File: config.mk
export PLATFORM = sky130hd
export DESIGN_NAME = capture_ctrl
export DESIGN_NICKNAME = d
export VERILOG_FILES = /design/src/rtl/dso_pkg.sv /design/src/rtl/wrap_addr_ctr.sv /design/src/rtl/capture_ctrl.sv
export SDC_FILE = /design/constraint.sdc
export NUM_CORES = 1
export LEC_CHECK = 0
export ABC_AREA = 1
export BUFFER_PORTS_ARGS = -buffer_cell sky130_fd_sc_hd__buf_2
export CAP_MARGIN = 0
export CORE_ASPECT_RATIO = 0.8
export CORE_UTILIZATION = 45
export CTS_BUF_LIST = sky130_fd_sc_hd__clkbuf_2
export DETAILED_ROUTE_END_ITERATION = 8
export GPL_TIMING_DRIVEN = 1
export HOLD_SLACK_MARGIN = 0.15
export PLACE_DENSITY_LB_ADDON = 0.1
export SLEW_MARGIN = 10
export SYNTH_ARGS = -nofsm -noshare
export SYNTH_HDL_FRONTEND = slang
export SYNTH_SLANG_ARGS = --single-unit
File: constraint.sdc
create_clock -name clk -period 5.7 [get_ports clk]
set_input_delay 0.285 -clock clk [delete_from_list [all_inputs] [get_ports clk]]
set_output_delay 0.285 -clock clk [all_outputs]
set_load 0.02 [all_outputs]
File: src/rtl/dso_pkg.sv
// Shared types and sizing for the DSO capture path.
package dso_pkg;

  localparam int unsigned ADDR_W_DEF = 9;

  typedef enum logic [2:0] {
    IDLE,
    PRETRIG,
    ARMED,
    POSTTRIG,
    DONE
  } cap_state_t;

  function automatic int unsigned depth_of(input int unsigned aw);
    return 32'd1 << aw;
  endfunction

endpackage

File: src/rtl/wrap_addr_ctr.sv
// Sample RAM write-address counter; wraps naturally modulo 2**ADDR_W.
module wrap_addr_ctr
  import dso_pkg::*;
#(
  parameter int unsigned ADDR_W = ADDR_W_DEF
) (
  input  logic              clk,
  input  logic              rst_n,
  input  logic              clr,
  input  logic              en,
  output logic [ADDR_W-1:0] addr
);

  always_ff @(posedge clk or negedge rst_n) begin
    if (!rst_n) begin
      addr <= '0;
    end else if (clr) begin
      addr <= '0;
    end else if (en) begin
      addr <= addr + 1'b1;
    end
  end

endmodule

File: src/rtl/capture_ctrl.sv
// Capture-side controller: fills the pre-trigger ring, arms, writes the
// post-trigger samples and holds the finished trace until the host dumps it.
module capture_ctrl
  import dso_pkg::*;
#(
  parameter int unsigned ADDR_W = ADDR_W_DEF
) (
  input  logic              clk,
  input  logic              rst_n,
  input  logic              capture_start,
  input  logic              en_sample,
  input  logic [ADDR_W-1:0] trig_pos,
  input  logic              triggered,
  input  logic              dump_done,
  output logic              we,
  output logic [ADDR_W-1:0] waddr,
  output logic              armed,
  output logic              set_capture_done,
  output logic              capture_done,
  output logic [ADDR_W-1:0] trace_end
);

  localparam int unsigned DEPTH = depth_of(ADDR_W);

  cap_state_t        state;
  logic [ADDR_W-1:0] tp_q;
  logic [ADDR_W:0]   cnt;
  logic [ADDR_W:0]   cnt_inc;
  logic [ADDR_W:0]   pre_target;
  logic              addr_clr;
  logic              tp_is_one;

  always_comb begin
    we = 1'b0;
    if (state == PRETRIG || state == ARMED || state == POSTTRIG) begin
      we = en_sample;
    end
  end

  always_comb begin
    cnt_inc    = cnt + 1'b1;
    pre_target = (ADDR_W+1)'(DEPTH) - {1'b0, tp_q};
    tp_is_one  = (tp_q == ADDR_W'(1));
    addr_clr   = (state == IDLE) && capture_start;
  end

  wrap_addr_ctr #(.ADDR_W(ADDR_W)) u_waddr (
    .clk   (clk),
    .rst_n (rst_n),
    .clr   (addr_clr),
    .en    (we),
    .addr  (waddr)
  );

  always_ff @(posedge clk or negedge rst_n) begin
    if (!rst_n) begin
      state            <= IDLE;
      tp_q             <= '0;
      cnt              <= '0;
      armed            <= 1'b0;
      set_capture_done <= 1'b0;
      capture_done     <= 1'b0;
      trace_end        <= '0;
    end else begin
      set_capture_done <= 1'b0;
      case (state)
        IDLE: begin
          if (capture_start) begin
            tp_q  <= (trig_pos == '0) ? ADDR_W'(1) : trig_pos;
            cnt   <= '0;
            state <= PRETRIG;
          end
        end
        PRETRIG: begin
          if (we) begin
            cnt <= cnt_inc;
            if (cnt_inc == pre_target) begin
              armed <= 1'b1;
              state <= ARMED;
            end
          end
        end
        ARMED: begin
          if (triggered) begin
            // The trigger-cycle write already counts as post sample 1, so a
            // single-sample trace completes straight from here.
            if (we && tp_is_one) begin
              trace_end        <= waddr;
              set_capture_done <= 1'b1;
              capture_done     <= 1'b1;
              armed            <= 1'b0;
              state            <= DONE;
            end else begin
              cnt   <= {{ADDR_W{1'b0}}, we};
              state <= POSTTRIG;
            end
          end
        end
        POSTTRIG: begin
          if (we) begin
            cnt <= cnt_inc;
            if (cnt_inc == {1'b0, tp_q}) begin
              trace_end        <= waddr;
              set_capture_done <= 1'b1;
              capture_done     <= 1'b1;
              armed            <= 1'b0;
              state            <= DONE;
            end
          end
        end
        DONE: begin
          if (dump_done) begin
            capture_done <= 1'b0;
            state        <= IDLE;
          end
        end
        default: state <= IDLE;
      endcase
    end
  end

endmodule

## Word-level counts from Yosys, hierarchy flattened

Index checks and enable logic that the tools add are counted.

- ROM bits: 0
- RAM bits: 0
- Output and inout bits: 22
- Latch bits: 0
- Memories: 0
- Register bits: 43
- Bits of input ports: 15

- Shift-type cells: 0
- Add/subtract/negate cells: 3
- Eq/ne operators: 17
- Divide/modulo/power cells: 0
- Reduce and logical (&&, ||, !) cells: 18
- Mux-type cells: 41
- $lt $le $gt $ge: 0
- $mul: 0
- Bitwise gates (word level): 0

Operators with widths:

| operator | number |
|---|---|
| two-way mux 9 bit | 7 |
| two-way mux 10 bit | 4 |
| case mux 10 bit (3 select lines) | 1 |
| two-way mux 3 bit | 8 |
| case mux 9 bit (2 select lines) | 1 |
| two-way mux 1 bit | 16 |
| case mux 3 bit (5 select lines) | 1 |
| AND reduction 7 bit | 2 |
| inequality test 2 bit, second input constant | 6 |
| adder 10 x 1 -> 10 bit, second input constant | 1 |
| equality test 10 bit | 1 |
| equality test 10 x 9 -> 1 bit | 1 |
| AND reduction 5 bit | 2 |
| subtractor 10 x 9 -> 10 bit, first input constant | 1 |
| adder 9 x 1 -> 9 bit, second input constant | 1 |
| equality test 9 x 1 -> 1 bit, second input constant | 1 |
| zero test 9 bit | 1 |
| nonzero test 3 bit | 3 |
| inequality test 2 x 1 -> 1 bit, second input constant | 4 |
| equality test 3 x 2 -> 1 bit, second input constant | 2 |
| case mux 1 bit (3 select lines) | 2 |
| AND reduction 6 bit | 1 |
| nonzero test 2 bit | 2 |
| equality test 3 x 1 -> 1 bit, second input constant | 1 |
| 7 further kinds | 9 |

## Logic depth before layout (Yosys ltp)

Gate-level depths: netlist of run 1.

- Word-level depth: 8
- Gate-level depth with buffers: 17
- Mapped depth without buffers: 17

## Hierarchy

A second synthesis of run 1 with hierarchy kept.

- Cell total of the unflattened synthesis: 422
- Area total of the unflattened synthesis: 2935.3 µm²

Modules (own cells, without submodules):

| module | cells each | instances | area each (µm²) |
|---|---|---|---|
| capture_ctrl | 355 | 1 | 2428.6 |
| wrap_addr_ctr | 67 | 1 | 506.7 |

## Least setup slack after synthesis of run 1

OpenSTA, ideal clock, no wires.

- Kind: register to register
- Start point: register cnt[0]
- End point: register trace_end[7]
- Data required time: 5581 ps
- Data arrival time: 1864 ps
- Buffers on the path: 1
- Library setup time: 119 ps
- Period minus slack after synthesis: 1982 ps
- Cell stages (with the launch flop): 15
- Path slack: 3718 ps
- Path through: dfrtp_1 -> ha_1 -> nand2_1 -> nand2_1 -> nand2_1 -> nand2_1 -> nor2_1 -> nand3_1 -> nor2_1 -> nand2_2 -> o21ai_4 -> nand2_4 -> buf_6 -> nand2_1 -> o21ai_2

- Longest elaborated chain between the ends: 4

RTL lines:

| what | RTL line | source |
|---|---|---|
| start, declared | capture_ctrl.sv:27 | `logic [ADDR_W:0] cnt;` |
| start signal, assigned | capture_ctrl.sv:76 | `cnt <= cnt_inc;` |
| start signal, assigned | capture_ctrl.sv:94 | `cnt <= {{ADDR_W{1'b0}}, we};` |
| start signal, assigned | capture_ctrl.sv:101 | `cnt <= cnt_inc;` |
| adder 10 x 1 -> 10 bit | capture_ctrl.sv:41 | `cnt_inc = cnt + 1'b1;` |
| equality test 10 x 9 -> 1 bit | capture_ctrl.sv:102 | `if (cnt_inc == {1'b0, tp_q}) begin` |
| inequality test 2 x 1 -> 1 bit (no source line) | -- |  |
| AND reduction 5 bit (no source line) | -- |  |
| end signal, assigned | capture_ctrl.sv:88 | `trace_end <= waddr;` |
| end signal, assigned | capture_ctrl.sv:103 | `trace_end <= waddr;` |
| end, declared | capture_ctrl.sv:20 | `output logic [ADDR_W-1:0] trace_end` |

No other way between the ends.
A chain may end at the register's enable or synchronous reset.

## Worst setup path after layout of run 1

- Start point: register cnt[0]
- End point: register state[0]

- Longest elaborated chain between the ends: 4
- Elaborated cells between the ends (all ways): 6
- Classes of those cells: 1 x add/sub; 4 x eq/ne; 1 x reduce/logical

RTL lines:

| what | RTL line | source |
|---|---|---|
| adder 10 x 1 -> 10 bit * | capture_ctrl.sv:41 |  |
| equality test 10 x 9 -> 1 bit or equality test 10 bit (tied branches) | capture_ctrl.sv:102, capture_ctrl.sv:77 |  |
| inequality test 2 x 1 -> 1 bit (no source line) | -- |  |
| AND reduction 7 bit (no source line) * | -- |  |
| end signal, assigned | capture_ctrl.sv:107 | `state <= DONE;` |
| end signal, assigned | capture_ctrl.sv:114 | `state <= IDLE;` |
| end signal, assigned | capture_ctrl.sv:117 | `default: state <= IDLE;` |
| end, declared | capture_ctrl.sv:25 | `cap_state_t state;` |

Mark *: on every way between the ends. The rest lies on a longest branch, timed or not.

==> results_dict.tcl, run 1 <==
set metrics [dict create \
    setup_repair_after_global_routing_missed_its_margin "no" \
    cp-start-kind "flip-flop" \
    fraction_of_synthesized_area_in_multiplexers_pct 0 \
    buffer_depth_of_the_longest_clock_path 2 \
    hold_class "primary input to flip-flop" \
    start_util_pct 46.7 \
    share_seq_of_total_power_pct 33.5 \
    synthArstFlopShare_pct 100 \
    clock-skew-final_ps 20.1 \
    crit_path_max_fanout 6 \
    globalRouteOverflowTotal 0 \
    clock_insertion_delay_worst_skew_ps 410 \
    floorplan.die.height_microns 72.0 \
    numClockSinks 43 \
    r2r-start "cnt[0]" \
    cts_buffers 5 \
    via_per_inst 4.97 \
    synth_xor_xnor_area_share_pct 1.59 \
    post-cts-setup-buffers 0 \
    worst_hold_path.num_cells 3 \
    timing_hold_violations_final 0 \
    comb_power_share_pct 53.0 \
    fill_cell_instance_count_of_the_final_layout 572 \
    post-synth-top-area-fraction_pct 39.0 \
    yosys_most_used_dff "sky130_fd_sc_hd__dfrtp_1" \
    global_route.usage.total_pct 22.1 \
    wl_mm 6.61 \
    post_synth_and_or_nand_nor_area_fraction_pct 38.3 \
    syn_area_per_cell_sq_um 6.91 \
    drt-pass1-iter-count 4 \
    cts_tree "done" \
    clk_transition_reported_paths_ps 250 \
    synth.lib_cells_used.distinct 29 \
    peakVddDrop_uv 250 \
    dr.first_iter.drc_count 149 \
    design.die.area_sq_mm 0.00645 \
    num_rows 25 \
    power.leakage_nw 1.62 \
    final-setup-viol-count 0 \
    post_cts.resized_instances 0 \
    clock_power_share_pct 13.5 \
    layout.nets 469 \
    synth_top_family_by_area "simple AND/OR/NAND/NOR gates" \
    wire_per_inst_microns 12.4 \
    finalCriticalPeriod_ps 2240 \
    syn-cell-area_sq_mm 0.00276 \
    yosys.area_share.adder_pct 1.81 \
    ys_ff_latch 43 \
    synth_area_leader_cell "sky130_fd_sc_hd__dfrtp_1" \
    global_route_wire_length_before_repair_mm 11.1 \
    synth_edf_count 0 \
    cts-root-buf "sky130_fd_sc_hd__clkbuf_2" \
    first_global_vias 2370 \
    tightest_slew_margin_relative_to_the_limit_pct 31.1 \
    p_per_area_mw_per_mm2 426 \
    initial_antenna_violation_count 0 \
    finish.cell_count_without_fillers 532 \
    cts_max_level 2 \
    regToRegSetupSlack_ps 3460 \
    tcrit_tclk_final_pct 39.3 \
    placed_cells_incl_taps 512 \
    r2r.worst_path.cells 15 \
    r2r-end "state[0]" \
    hold-path-endpoint "u_waddr.addr[0]" \
    drive_gt1_share_pct 14.9 \
    yosysSeqAreaShare_pct 39.0 \
    vias 2642 \
    required_time_at_the_worst_slack_endpoint_ps 6020 \
    maxClockFrequency_mhz 446 \
    synth_compound_area_share_pct 11.3 \
    intPower_mw 0.694 \
    die_width_microns 89.5 \
    max_cap_viol_count 0 \
    power.switching_fraction_pct 49.3 \
    timing_worst_setup_path_type "flip-flop to flip-flop" \
    antenna_cells 0 \
    place.detailed.hpwl_mm 5.08 \
    port_buffers 36 \
    timing_max_transition_violations_final 0 \
    final.setup.tns_ps 0 \
    transition_at_the_pin_with_the_smallest_max_transition_slack_ps 1030 \
    synthCells 399 \
    syn2layout_area_growth_pct 16.5 \
    drc 0 \
    power_switching_mw 0.675 \
    critPathCaptureType "flip-flop" \
    ys_top_cells_by_area "sky130_fd_sc_hd__dfrtp_1, sky130_fd_sc_hd__nand2_1, sky130_fd_sc_hd__nand3_1" \
    run_status "finished, final reports clean" \
    final_antenna_net_count 0 \
    finalWeightedCongestion 0.901 \
    yosys_warnings 0 \
    grt_max_degree 44 \
    synth.net_count 418 \
    boundaryPins 37 \
    arrival_worst_endpoint_ps 2560 \
    core-area_sq_mm 0.00591 \
    hold_path.startpoint "en_sample" \
]
-- state kept, by name (all words and copies together) (netlist names) --
register	flops
cnt	10
tp_q	9
trace_end	9
u_waddr.addr	9
state	3
armed	1
capture_done	1
set_capture_done	1
-- critical path, stage by stage, from the launching register on --
cell,delay (ps)
sky130_fd_sc_hd__dfrtp_1,500
sky130_fd_sc_hd__ha_1,270
sky130_fd_sc_hd__nand2_1,180
sky130_fd_sc_hd__inv_2,70
sky130_fd_sc_hd__nand2_1,130
sky130_fd_sc_hd__nand2_1,90
sky130_fd_sc_hd__nand3_1,80
sky130_fd_sc_hd__nand2_1,50
sky130_fd_sc_hd__nor2_1,80
sky130_fd_sc_hd__nand3_1,80
sky130_fd_sc_hd__nor2_1,110
sky130_fd_sc_hd__nand2_1,90
sky130_fd_sc_hd__nand2_1,170
sky130_fd_sc_hd__nand3_1,130
sky130_fd_sc_hd__nand2_1,80
sky130_fd_sc_hd__nand2_1,50
-- cells in the final DEF, fill, tap and decap left out, types with 4 or more instances in the layout --
cell type,instances
sky130_fd_sc_hd__nand2_1,122
sky130_fd_sc_hd__inv_1,50
sky130_fd_sc_hd__dfrtp_1,43
sky130_fd_sc_hd__nor2_1,41
sky130_fd_sc_hd__nand3_1,39
sky130_fd_sc_hd__buf_2,36
sky130_fd_sc_hd__o21ai_0,32
sky130_fd_sc_hd__dlygate4sd3_1,12
sky130_fd_sc_hd__nand4_1,11
sky130_fd_sc_hd__a21oi_1,8
sky130_fd_sc_hd__o21ai_2,8
sky130_fd_sc_hd__nand2_2,6
sky130_fd_sc_hd__nor3_1,5
sky130_fd_sc_hd__clkbuf_2,5
sky130_fd_sc_hd__ha_1,4
-- power by group through the flow --
| stage | Combinational (mW) | Sequential (mW) | Clock, mW |
|---|---|---|---|
| finish | 0.725 | 0.459 | 0.185 |
| detailed placement | 0.716 | 0.464 | 0 |
| global route | 0.834 | 0.472 | 0.203 |
| CTS | 0.725 | 0.458 | 0.192 |
| floorplan | 0.522 | 0.480 | 0 |
| global placement | 0.711 | 0.464 | 0 |
-- routing by layer --
metal  GRT usage (%)  vias up  part of all wire (%)
met5               0        -                     0
met4            4.23        0                  0.54
met3            4.10        5                   4.4
met2            31.5       70                    42
met1            34.9     1177                    53
li1                -     1390                     -
-- how the worst max path moves through the flow --
stage	from	depth (start not counted)	slack [ps]	to
finish	cnt[0]	15	3460	state[0]
global route	state[0]	6	3180	u_waddr.addr[8]
CTS	cnt[0]	14	3460	trace_end[8]
detailed placement	cnt[0]	14	3450	trace_end[7]
global placement	cnt[0]	15	3530	state[0]
floorplan	cnt[0]	14	3720	trace_end[7]
-- per-stage QoR --
step / instance area (sq um) / total power, mW / utilization [%] / hold WS (ps) / setup slack (ps)
4_1_cts: 3210 / 1.37 / 54.3 / 183 / 3460
2_1_floorplan: 2760 / 1.00 / - / -10.6 / 3720
3_3_place_gp: 3020 / 1.17 / 51.1 / 464 / 3530
5_1_grt: 3210 / 1.51 / 54.3 / 198 / 3180
6_report: 3210 / 1.37 / 54.3 / 220 / 3460
3_5_place_dp: 3020 / 1.18 / 51.1 / 465 / 3450
-- timing repair --
| action | 4_1_cts | 5_1_grt |
|---|---|---|
| hold endpoints to repair | 54 | 0 |
| hold buffers | 12 | 0 |
| setup endpoints to repair | 0 | 0 |
-- cell families (layout without fill, tap and decap cells) --
family | after synthesis | count (layout)
and+or+nand+nor | 238 | 238
buffers and inverters | 56 | 108
AOI/OAI and AO/OA | 53 | 53
DFF | 43 | 43
xor gates and xnor gates | 5 | 5
adders and majority gates | 4 | 4
-- layout make-up --
type	count	area (sq um)	share of cell area, %
clock inverters	3	47.5	1.48
flip-flops and latches	43	1080	33.5
clock buffers	5	25.0	0.779
inverters	51	191	5.96
repair buffers	49	308	9.58
well taps	81	101	3.15
multi-input cells	300	1460	45.6
-- synth_stat cells (all sizes together), types with 2 or more instances --
master and instances:
o22ai 2, nor4 3, nor3 5, a21oi 8, dfrtp 43, inv 51
ha 4, o21ai 41, nand4 11, clkbuf 3, xor2 3, nor2 44
nand2 129, buf 2, nand3b 3, nand3 41, xnor2 2
Power figures use the tool's default switching activity.
==> run 2, diff against run 1 <==
- clock period: 5.7 -> 2.1 ns (I/O delays scaled with it)
==> results_dict.tcl, run 2 (synthesized netlist as in run 1, its figures left out) <==
set metrics [dict create \
    run_status "finished, violations left" \
    violations "setup timing" \
    via_per_inst 5.16 \
    place.detailed.hpwl_mm 5.30 \
    numClockSinks 43 \
    final_antenna_net_count 0 \
    boundaryPins 37 \
    final.setup.tns_ps -464 \
    grt_max_degree 22 \
    max_cap_viol_count 0 \
    crit_path_max_fanout 6 \
    cts_tree "done" \
    hold_class "primary input to flip-flop" \
    timing_hold_violations_final 0 \
    share_seq_of_total_power_pct 28.1 \
    layout.nets 503 \
    first_global_vias 2566 \
    syn2layout_area_growth_pct 32.5 \
    power.leakage_nw 1.82 \
    cts_max_level 2 \
    timing_max_transition_violations_final 0 \
    maxClockFrequency_mhz 462 \
    largest_reg_flops 10 \
    finalWeightedCongestion 0.904 \
    vias 2918 \
    port_buffers 36 \
    start_util_pct 46.7 \
    clk_transition_reported_paths_ps 240 \
    tcrit_tclk_final_pct 103 \
    arrival_worst_endpoint_ps 2520 \
    final.hold.worst_slack_ps 234 \
    globalRouteOverflowTotal 0 \
    antenna_cells 0 \
    cp-start-kind "flip-flop" \
    finish.instance_area_sq_mm 0.00366 \
    transition_at_the_pin_with_the_smallest_max_transition_slack_ps 595 \
    wl_mm 7.81 \
    fill_cell_instance_count_of_the_final_layout 548 \
    clock-skew-final_ps 37.0 \
    initial_antenna_violation_count 0 \
    floorplan.die.height_microns 72.0 \
    regToRegSetupSlack_ps -70 \
    clock_insertion_delay_worst_skew_ps 440 \
    drt-pass1-iter-count 4 \
    top_register "cnt" \
    required_time_at_the_worst_slack_endpoint_ps 2460 \
    dr.first_iter.drc_count 153 \
    setup_repair_after_global_routing_missed_its_margin "yes" \
    postLayoutCoreUtil_pct 61.8 \
    comb_power_share_pct 57.7 \
    drive_gt1_share_pct 28.9 \
    global_route_wire_length_before_repair_mm 12.1 \
    fin_total_pwr_mw 4.41 \
    tightest_slew_margin_relative_to_the_limit_pct 60.2 \
    wire_per_inst_microns 13.8 \
    cts_buffers 5 \
    core-area_sq_mm 0.00591 \
    mostFrequentLayoutCell "sky130_fd_sc_hd__nand2_1" \
    finalCriticalPeriod_ps 2170 \
    global_route.usage.total_pct 24.5 \
    post-route-worst-setup-slack_ps -65.2 \
    intPower_mw 2.30 \
    design.die.area_sq_mm 0.00645 \
    layout_common_cells "sky130_fd_sc_hd__nand2_1, sky130_fd_sc_hd__inv_1, sky130_fd_sc_hd__dfrtp_1, sky130_fd_sc_hd__buf_2, sky130_fd_sc_hd__nand3_1" \
    die_width_microns 89.5 \
    p_per_area_mw_per_mm2 1210 \
    clock_power_share_pct 14.2 \
    cts-root-buf "sky130_fd_sc_hd__clkbuf_2" \
    power.switching_fraction_pct 47.8 \
    buffer_depth_of_the_longest_clock_path 2 \
    drc 0 \
    critPathCaptureType "flip-flop" \
    num_rows 25 \
    power_switching_mw 2.11 \
    peakVddDrop_uv 649 \
    final-setup-viol-count 9 \
    multi_input_area_sq_mm 0.00162 \
    timing_worst_setup_path_type "flip-flop to flip-flop" \
    dpl_cell_area_sq_mm 0.00309 \
    regArea_sq_mm 0.00108 \
]
run 2: power groups by stage:
stage / registers (mW) / logic, mW / clock network, mW
floorplan: 1.30 / 1.42 / 0
global placement: 1.23 / 2.04 / 0
detailed placement: 1.23 / 2.07 / 0
CTS: 1.22 / 2.14 / 0.634
global route: 1.27 / 2.85 / 0.658
finish: 1.24 / 2.55 / 0.627
run 2: final cells by class:
cell class	count	share of cell area (%)
Sequential cell	43	29.5
Tap cell	81	2.77
Multi-Input combinational cell	302	44.4
Clock buffer	5	0.684
Inverter	51	5.30
Clock inverter	3	1.85
Timing Repair Buffer	81	15.4
run 2: worst paths after layout:
| path | startpoint | end | depth (start not counted) |
|---|---|---|---|
| worst max register to register | cnt[1] | trace_end[2] | 14 |
| worst min register to register | trace_end[1] | trace_end[1] | 2 |
| worst max-delay path | cnt[1] | trace_end[2] | 14 |
| min in group asynchronous | rst_n | tp_q[5] | 3 |
| max in group asynchronous | rst_n | cnt[3] | 4 |
| worst min-delay path | capture_start | tp_q[1] | 6 |
run 2: stage by stage:
stage          std cells  worst slack, ps
6_report             566            -65.2
5_1_grt              566             -179
4_1_cts              545             8.47
3_5_place_dp         521             1.78
3_3_place_gp         521             25.0
2_1_floorplan        399              118
run 2: what timing repair did:
| action | in CTS | in global routing |
|---|---|---|
| resized for setup | 3 | 51 |
| hold buffers | 15 | 0 |
| endpoints found under the hold margin | 60 | 0 |
| cloned | 0 | 3 |
| pin swaps | 1 | 22 |
| setup buffers | 1 | 18 |
| setup endpoints to repair | 10 | 26 |
run 2: critical path: stages, from the launching register on:
cell,delay [ps]
sky130_fd_sc_hd__dfrtp_1,470
sky130_fd_sc_hd__buf_6,140
sky130_fd_sc_hd__nand2_4,50
sky130_fd_sc_hd__nor2_4,190
sky130_fd_sc_hd__nand2_1,90
sky130_fd_sc_hd__nand2_2,120
sky130_fd_sc_hd__nor2_2,50
sky130_fd_sc_hd__nand3b_1,150
sky130_fd_sc_hd__nor2_1,160
sky130_fd_sc_hd__nand2_2,110
sky130_fd_sc_hd__o21ai_4,230
sky130_fd_sc_hd__buf_6,150
sky130_fd_sc_hd__nand2_8,60
sky130_fd_sc_hd__nand2_1,80
sky130_fd_sc_hd__o21ai_2,50
run 2: per-layer routing:
metal	up-vias	global-route usage, %	share of wire, %
met5	-	0	0
met4	0	5.64	0.79
met3	8	3.53	5.0
met2	77	36.7	45
met1	1364	37.3	49
li1	1469	-	-
